===== src/rtl/regfile_mp_pkg.sv =====
// rtl/regfile_mp_pkg.sv - shared defaults and element types for the integer register file
package regfile_mp_pkg;

  localparam int XLEN_DEFAULT = 32;
  localparam int AW_DEFAULT   = 5;

  typedef logic [XLEN_DEFAULT-1:0] word_t;
  typedef logic [AW_DEFAULT-1:0]   addr_t;
  typedef addr_t                   regidx_t;

endpackage


===== src/rtl/regfile_scoreboard.sv =====
// rtl/regfile_scoreboard.sv - pending-write busy bits with reserve/release priority and per-port lookup
module regfile_scoreboard #(
  parameter int AW          = 5,
  parameter int NR          = 2,
  parameter int NW          = 1,
  parameter bit BYPASS      = 1'b1,
  parameter bit DBG_RELEASE = 1'b0
) (
  input  logic             clk,
  input  logic             reset,
  input  logic [NR*AW-1:0] rs_addr,
  output logic [NR-1:0]    rs_busy,
  input  logic [NW-1:0]    rd_en,
  input  logic [NW*AW-1:0] rd_addr,
  input  logic             rsv_en,
  input  logic [AW-1:0]    rsv_addr
);
  localparam int DEPTH = 1 << AW;

  logic [DEPTH-1:0] busy_q, busy_d;
  logic [DEPTH-1:0] rel, rsv;

  // Reserve is applied after release so a new producer supersedes the retiring one.
  always_comb begin
    rel = '0;
    rsv = '0;
    for (int j = 0; j < NW; j++) begin
      if (rd_en[j] && rd_addr[j*AW +: AW] != '0) begin
        rel[rd_addr[j*AW +: AW]] = 1'b1;
      end
    end
    if (rsv_en && rsv_addr != '0) begin
      rsv[rsv_addr] = 1'b1;
    end
    busy_d = (busy_q & ~rel) | rsv;
  end

  always_ff @(posedge clk) begin
    if (reset) begin
      busy_q <= '0;
    end else begin
      busy_q <= busy_d;
    end
  end

  always_comb begin
    rs_busy = '0;
    for (int i = 0; i < NR; i++) begin
      rs_busy[i] = busy_q[rs_addr[i*AW +: AW]] &&
                   !(BYPASS && rel[rs_addr[i*AW +: AW]] && !rsv[rs_addr[i*AW +: AW]]);
    end
  end

  if (DBG_RELEASE) begin : g_dbg_release
    always_ff @(posedge clk) begin
      if (!reset) begin
        for (int r = 1; r < DEPTH; r++) begin
          assert (!(rel[r] && !busy_q[r]))
            else $warning("regfile_scoreboard: release of non-busy register %0d", r);
        end
      end
    end
  end

endmodule


===== src/rtl/regfile_mp.sv =====
// rtl/regfile_mp.sv - parametrised multi-port integer register file with bypass and pending-write scoreboard
module regfile_mp
  import regfile_mp_pkg::*;
#(
  parameter int XLEN        = XLEN_DEFAULT,
  parameter int AW          = AW_DEFAULT,
  parameter int NR          = 2,
  parameter int NW          = 1,
  parameter bit BYPASS      = 1'b1,
  parameter bit DBG_RELEASE = 1'b0
) (
  input  logic               clk,
  input  logic               reset,
  input  logic [NR*AW-1:0]   rs_addr,
  output logic [NR*XLEN-1:0] rs_data,
  output logic [NR-1:0]      rs_busy,
  input  logic [NW-1:0]      rd_en,
  input  logic [NW*AW-1:0]   rd_addr,
  input  logic [NW*XLEN-1:0] rd_data,
  input  logic               rsv_en,
  input  logic [AW-1:0]      rsv_addr
);
  localparam int DEPTH = 1 << AW;

  if (NW < 1 || NW > 4) begin : g_bad_nw
    $error("regfile_mp: NW must be in 1..4");
  end
  if (AW < 1) begin : g_bad_aw
    $error("regfile_mp: AW must be at least 1");
  end
  if (XLEN < 1) begin : g_bad_xlen
    $error("regfile_mp: XLEN must be at least 1");
  end

  logic [XLEN-1:0]  regs_q [DEPTH];
  logic [DEPTH-1:0] valid_q, valid_d;
  logic [DEPTH-1:0] wr_hit;
  logic [XLEN-1:0]  wr_val [DEPTH];

  // Ascending port order lets the highest-index writer win for both storage and bypass.
  always_comb begin
    wr_hit = '0;
    for (int r = 0; r < DEPTH; r++) begin
      wr_val[r] = '0;
    end
    for (int j = 0; j < NW; j++) begin
      if (rd_en[j] && rd_addr[j*AW +: AW] != '0) begin
        wr_hit[rd_addr[j*AW +: AW]] = 1'b1;
        wr_val[rd_addr[j*AW +: AW]] = rd_data[j*XLEN +: XLEN];
      end
    end
    valid_d = valid_q | wr_hit;
  end

  always_ff @(posedge clk) begin
    if (reset) begin
      valid_q <= '0;
    end else begin
      valid_q <= valid_d;
    end
  end

  // Storage itself is never cleared; the valid bits provide the flash clear.
  always_ff @(posedge clk) begin
    if (!reset) begin
      for (int r = 1; r < DEPTH; r++) begin
        if (wr_hit[r]) begin
          regs_q[r] <= wr_val[r];
        end
      end
    end
  end

  always_comb begin
    rs_data = '0;
    for (int i = 0; i < NR; i++) begin
      if (BYPASS && wr_hit[rs_addr[i*AW +: AW]]) begin
        rs_data[i*XLEN +: XLEN] = wr_val[rs_addr[i*AW +: AW]];
      end else if (valid_q[rs_addr[i*AW +: AW]]) begin
        rs_data[i*XLEN +: XLEN] = regs_q[rs_addr[i*AW +: AW]];
      end
    end
  end

  regfile_scoreboard #(
    .AW          (AW),
    .NR          (NR),
    .NW          (NW),
    .BYPASS      (BYPASS),
    .DBG_RELEASE (DBG_RELEASE)
  ) u_scoreboard (
    .clk      (clk),
    .reset    (reset),
    .rs_addr  (rs_addr),
    .rs_busy  (rs_busy),
    .rd_en    (rd_en),
    .rd_addr  (rd_addr),
    .rsv_en   (rsv_en),
    .rsv_addr (rsv_addr)
  );

endmodule


===== config.mk =====
export PLATFORM = sky130hd
export DESIGN_NAME = regfile_mp
export DESIGN_NICKNAME = d
export VERILOG_FILES = /design/src/rtl/regfile_mp_pkg.sv /design/src/rtl/regfile_scoreboard.sv /design/src/rtl/regfile_mp.sv
export SDC_FILE = /design/constraint.sdc
export NUM_CORES = 2
export LEC_CHECK = 0
export ABC_CLOCK_PERIOD_IN_PS = 6500
export BUFFER_PORTS_ARGS = -buffer_cell sky130_fd_sc_hd__buf_2
export CAP_MARGIN = 20
export CELL_PAD_IN_SITES_DETAIL_PLACEMENT = 0
export CELL_PAD_IN_SITES_GLOBAL_PLACEMENT = 2
export CORE_MARGIN = 2
export CORE_UTILIZATION = 25
export CTS_CLUSTER_DIAMETER = 50
export DETAILED_ROUTE_END_ITERATION = 12
export HOLD_SLACK_MARGIN = 0.06
export PLACE_DENSITY_LB_ADDON = 0.1
export REMOVE_ABC_BUFFERS = 1
export SLEW_MARGIN = 20
export SYNTH_ARGS = -nofsm -noshare
export SYNTH_HDL_FRONTEND = slang
export SYNTH_HIERARCHICAL = 1
export SYNTH_SLANG_ARGS = --single-unit

===== constraint.sdc =====
create_clock -name clk -period 6.5 [get_ports clk]
set_input_delay 0.65 -clock clk [delete_from_list [all_inputs] [get_ports clk]]
set_output_delay 0.65 -clock clk [all_outputs]
set_load 0.03 [all_outputs]

==> impl_metrics.py <==
metrics = {
    "outcome": {
        "status": "completed",
    },
    "pwr": {
        "p_clk_share_pct": 50.7,
        "switching_share_pct": 27.2,
        "p_leak_nw": 19.9,
        "p_comb_share_pct": 9.6,
        "intPower_w": 0.0136,
        "pwr-share-seq_pct": 39.7,
        "power.density_mw_per_mm2": 268,
        "p_sw_w": 0.00507,
        "vdd_drop_max_v": 0.000257,
    },
    "routing": {
        "wire_per_inst_um": 41.5,
        "avgViaCountPerCell": 5.62,
        "drtIter0Drc": 5368,
        "drc": 0,
        "drt_first_pass_iters": 6,
        "dr_total_vias": 43300,
        "ant_nets": 0,
        "routed_wl_um": 320000,
    },
    "synth": {
        "synth_seq_cells": 1056,
        "yosys.cell_count.top_type": "edfxtp_1",
        "synth_commonest_cells": "edfxtp_1, nor2_1, mux4_2, clkbuf_1, and3_1",
        "post_synth.cell_area_avg_sq_um": 13.4,
        "synth_area_leader_cell": "edfxtp_1",
        "ys_async_sr_fraction_pct": 0,
        "ys_types": 97,
        "yosys.area.top_type_share_pct": 50.6,
        "netlist_area_sq_mm": 0.0589,
        "synth_cells": 4407,
        "synthTopCellsByArea": "edfxtp_1, mux4_2, nor2_1",
        "synth-edff-count": 992,
        "yosysSeqAreaShare_pct": 52.8,
        "yosys_warnings": 6,
        "synth_flop_cell": "edfxtp_1",
    },
    "timing": {
        "fmax_mhz": 184,
        "rsz0062_at_grt": "false",
        "fin_crit_sh_pct": 83.6,
        "slew-limit-headroom_pct": 21.9,
        "setup_violations": 0,
        "skew_ps": 0,
        "hold_violations": 0,
        "slew_viol_final": 0,
        "worstMarginPinSlew_ps": 1170,
        "tns_ps": 0,
        "finalCriticalPeriod_ps": 5430,
    },
    "final_layout": {
        "syn2layout_area_growth_pct": 18.1,
        "post-route-cell-area_sq_mm": 0.0696,
        "nets": 4468,
        "drive_above_1_share_pct": 28.9,
        "nFillCells": 23700,
    },
    "global_routing": {
        "grt.overflow.total": 0,
        "antenna_found_initial": 26,
        "grtUsageTotal_pct": 26.5,
        "grt_pass1_vias": 43800,
        "grt_pass1_wl_um": 425000,
        "grt_max_degree": 83,
    },
    "run": {
        "maxCapViolations": 0,
    },
    "critical_path": {
        "end_kind": "output pin",
        "path_max_fanout": 49,
        "critPathLaunchType": "input port",
        "cp.required_ps": 5850,
        "critPathArrivalTime_ps": 4780,
        "path_class": "in -> out",
    },
    "die": {
        "die_area_sq_mm": 0.239,
        "dieHeight_um": 489,
        "die-width_um": 489,
        "start_util_pct": 25.1,
        "fp-row-count": 178,
        "pin_count": 122,
        "coreArea_sq_mm": 0.235,
    },
    "min_path": {
        "hold_path_class": "in -> reg",
    },
    "clock_network": {
        "htreeDepth": 4,
        "path_clk_slew_ps": 50,
        "numClockSinks": 1056,
        "clock_latency_ps": 840,
        "cts_hold_buf": 0,
        "cts_tree": "done",
        "cts_buffers": 174,
        "cts_buffer_depth": 3,
        "post_cts_resize_count": 0,
        "cts_root_buf": "clkbuf_16",
        "post-cts-setup-buffers": 0,
    },
    "place": {
        "dp_hpwl_um": 196000,
        "place.port_buffers": 121,
        "place_congestion": 0.875,
        "dpl_cell_area_sq_mm": 0.0637,
    },
}
## state kept, by name (all words and copies together) (netlist names)
signal / flops
u_scoreboard/busy_q: 32
regs_q: 992
valid_q: 32
## cell families after synthesis
| kind of cell | Yosys count | share of synthesized area, % |
|---|---|---|
| AO/OA/AOI/OAI | 475 | 5.28 |
| flip-flops | 1056 | 52.8 |
| XOR/XNOR | 25 | 0.397 |
| multiplexers | 737 | 25.5 |
| AND/OR/NAND/NOR | 1597 | 12.4 |
| buffers and inverters | 517 | 3.72 |
## per-layer routing
layer	part of all wire, %	global-route usage [%]
met1	44	36.6
met2	47	43.2
met3	5.2	3.55
met4	3.1	7.96
met5	0	0
## layout by cell type, fill, tap and decap left out, types with 11 or more instances in the layout
cell type,n
a221oi_1,15
xor2_1,12
nand2_4,11
o21ai_0,65
nor2b_1,13
clkbuf_1,17
buf_2,112
dfxtp_1,64
nand2_1,197
nand3_1,36
clkinv_2,24
clkbuf_16,178
nor2_4,19
buf_4,179
nand2b_1,15
clkinv_1,24
o2bb2ai_1,23
a211oi_1,13
inv_1,17
a31oi_1,17
mux4_2,609
mux2i_1,124
o21ai_1,12
clkinv_4,13
nor3_1,80
and3_1,249
xnor2_1,11
buf_12,25
nor2_1,848
inv_6,12
nor3_2,16
clkinvlp_4,21
o31ai_1,12
edfxtp_1,992
o22ai_1,20
bufinv_16,17
nand4_1,27
a21oi_1,174
## layout make-up
cell class	count	area [sq um]	share of cell area [%]
Tap cell	3150	3940	5.67
Multi-Input combinational cell	2834	26100	37.5
Clock buffer	196	4530	6.52
Sequential cell	1056	31100	44.7
Inverter	23	96.3	0.139
Antenna cell	9	22.5	0.0324
Clock inverter	121	1340	1.92
Timing Repair Buffer	323	2500	3.60
## power groups by stage
stage          Combinational [W]  Sequential, W  Clock, W
6_report                 0.00178        0.00741   0.00945
5_1_grt                  0.00183        0.00741   0.00992
4_1_cts                  0.00178        0.00741   0.00965
3_5_place_dp             0.00178        0.00755         0
3_3_place_gp             0.00179        0.00755         0
2_1_floorplan           0.000668        0.00754         0
## worst max-delay path, stage by stage
cell and delay, ps:
buf_8 210, xnor2_1 930, a41oi_1 300, a21boi_1 260, or3_1 460, nand2_1 780
buf_4 350, o2bb2ai_1 330, buf_2 310
## path summary, 6_finish.rpt
kind | start | end | slack [ps] | cells past startpoint
setup / recovery | rs_addr[5] | rs_data[47] | 1070 | 9
hold / removal | rsv_addr[1] | u_scoreboard/busy_q[30]$_SDFF_PP0_ | 260 | 3
setup reg to reg | u_scoreboard/busy_q[28]$_SDFF_PP0_ | u_scoreboard/busy_q[28]$_SDFF_PP0_ | 5790 | 2
hold reg to reg | valid_q[31]$_SDFF_PP0_ | valid_q[31]$_SDFF_PP0_ | 470 | 2
## per-stage QoR
step | worst slack (ps) | util, % | std cells | power, W | hold WS [ps]
detailed placement | 1160 | 27.1 | 7386 | 0.00933 | 462
floorplan | -1150 | - | 3913 | 0.00821 | 426
global route | 1060 | 29.6 | 7704 | 0.0192 | 259
CTS | 1130 | 29.6 | 7703 | 0.0188 | 182
finish | 1070 | 29.6 | 7712 | 0.0186 | 261
global placement | 1120 | 27.1 | 7385 | 0.00933 | 456
(Power assumes the default switching activity.)
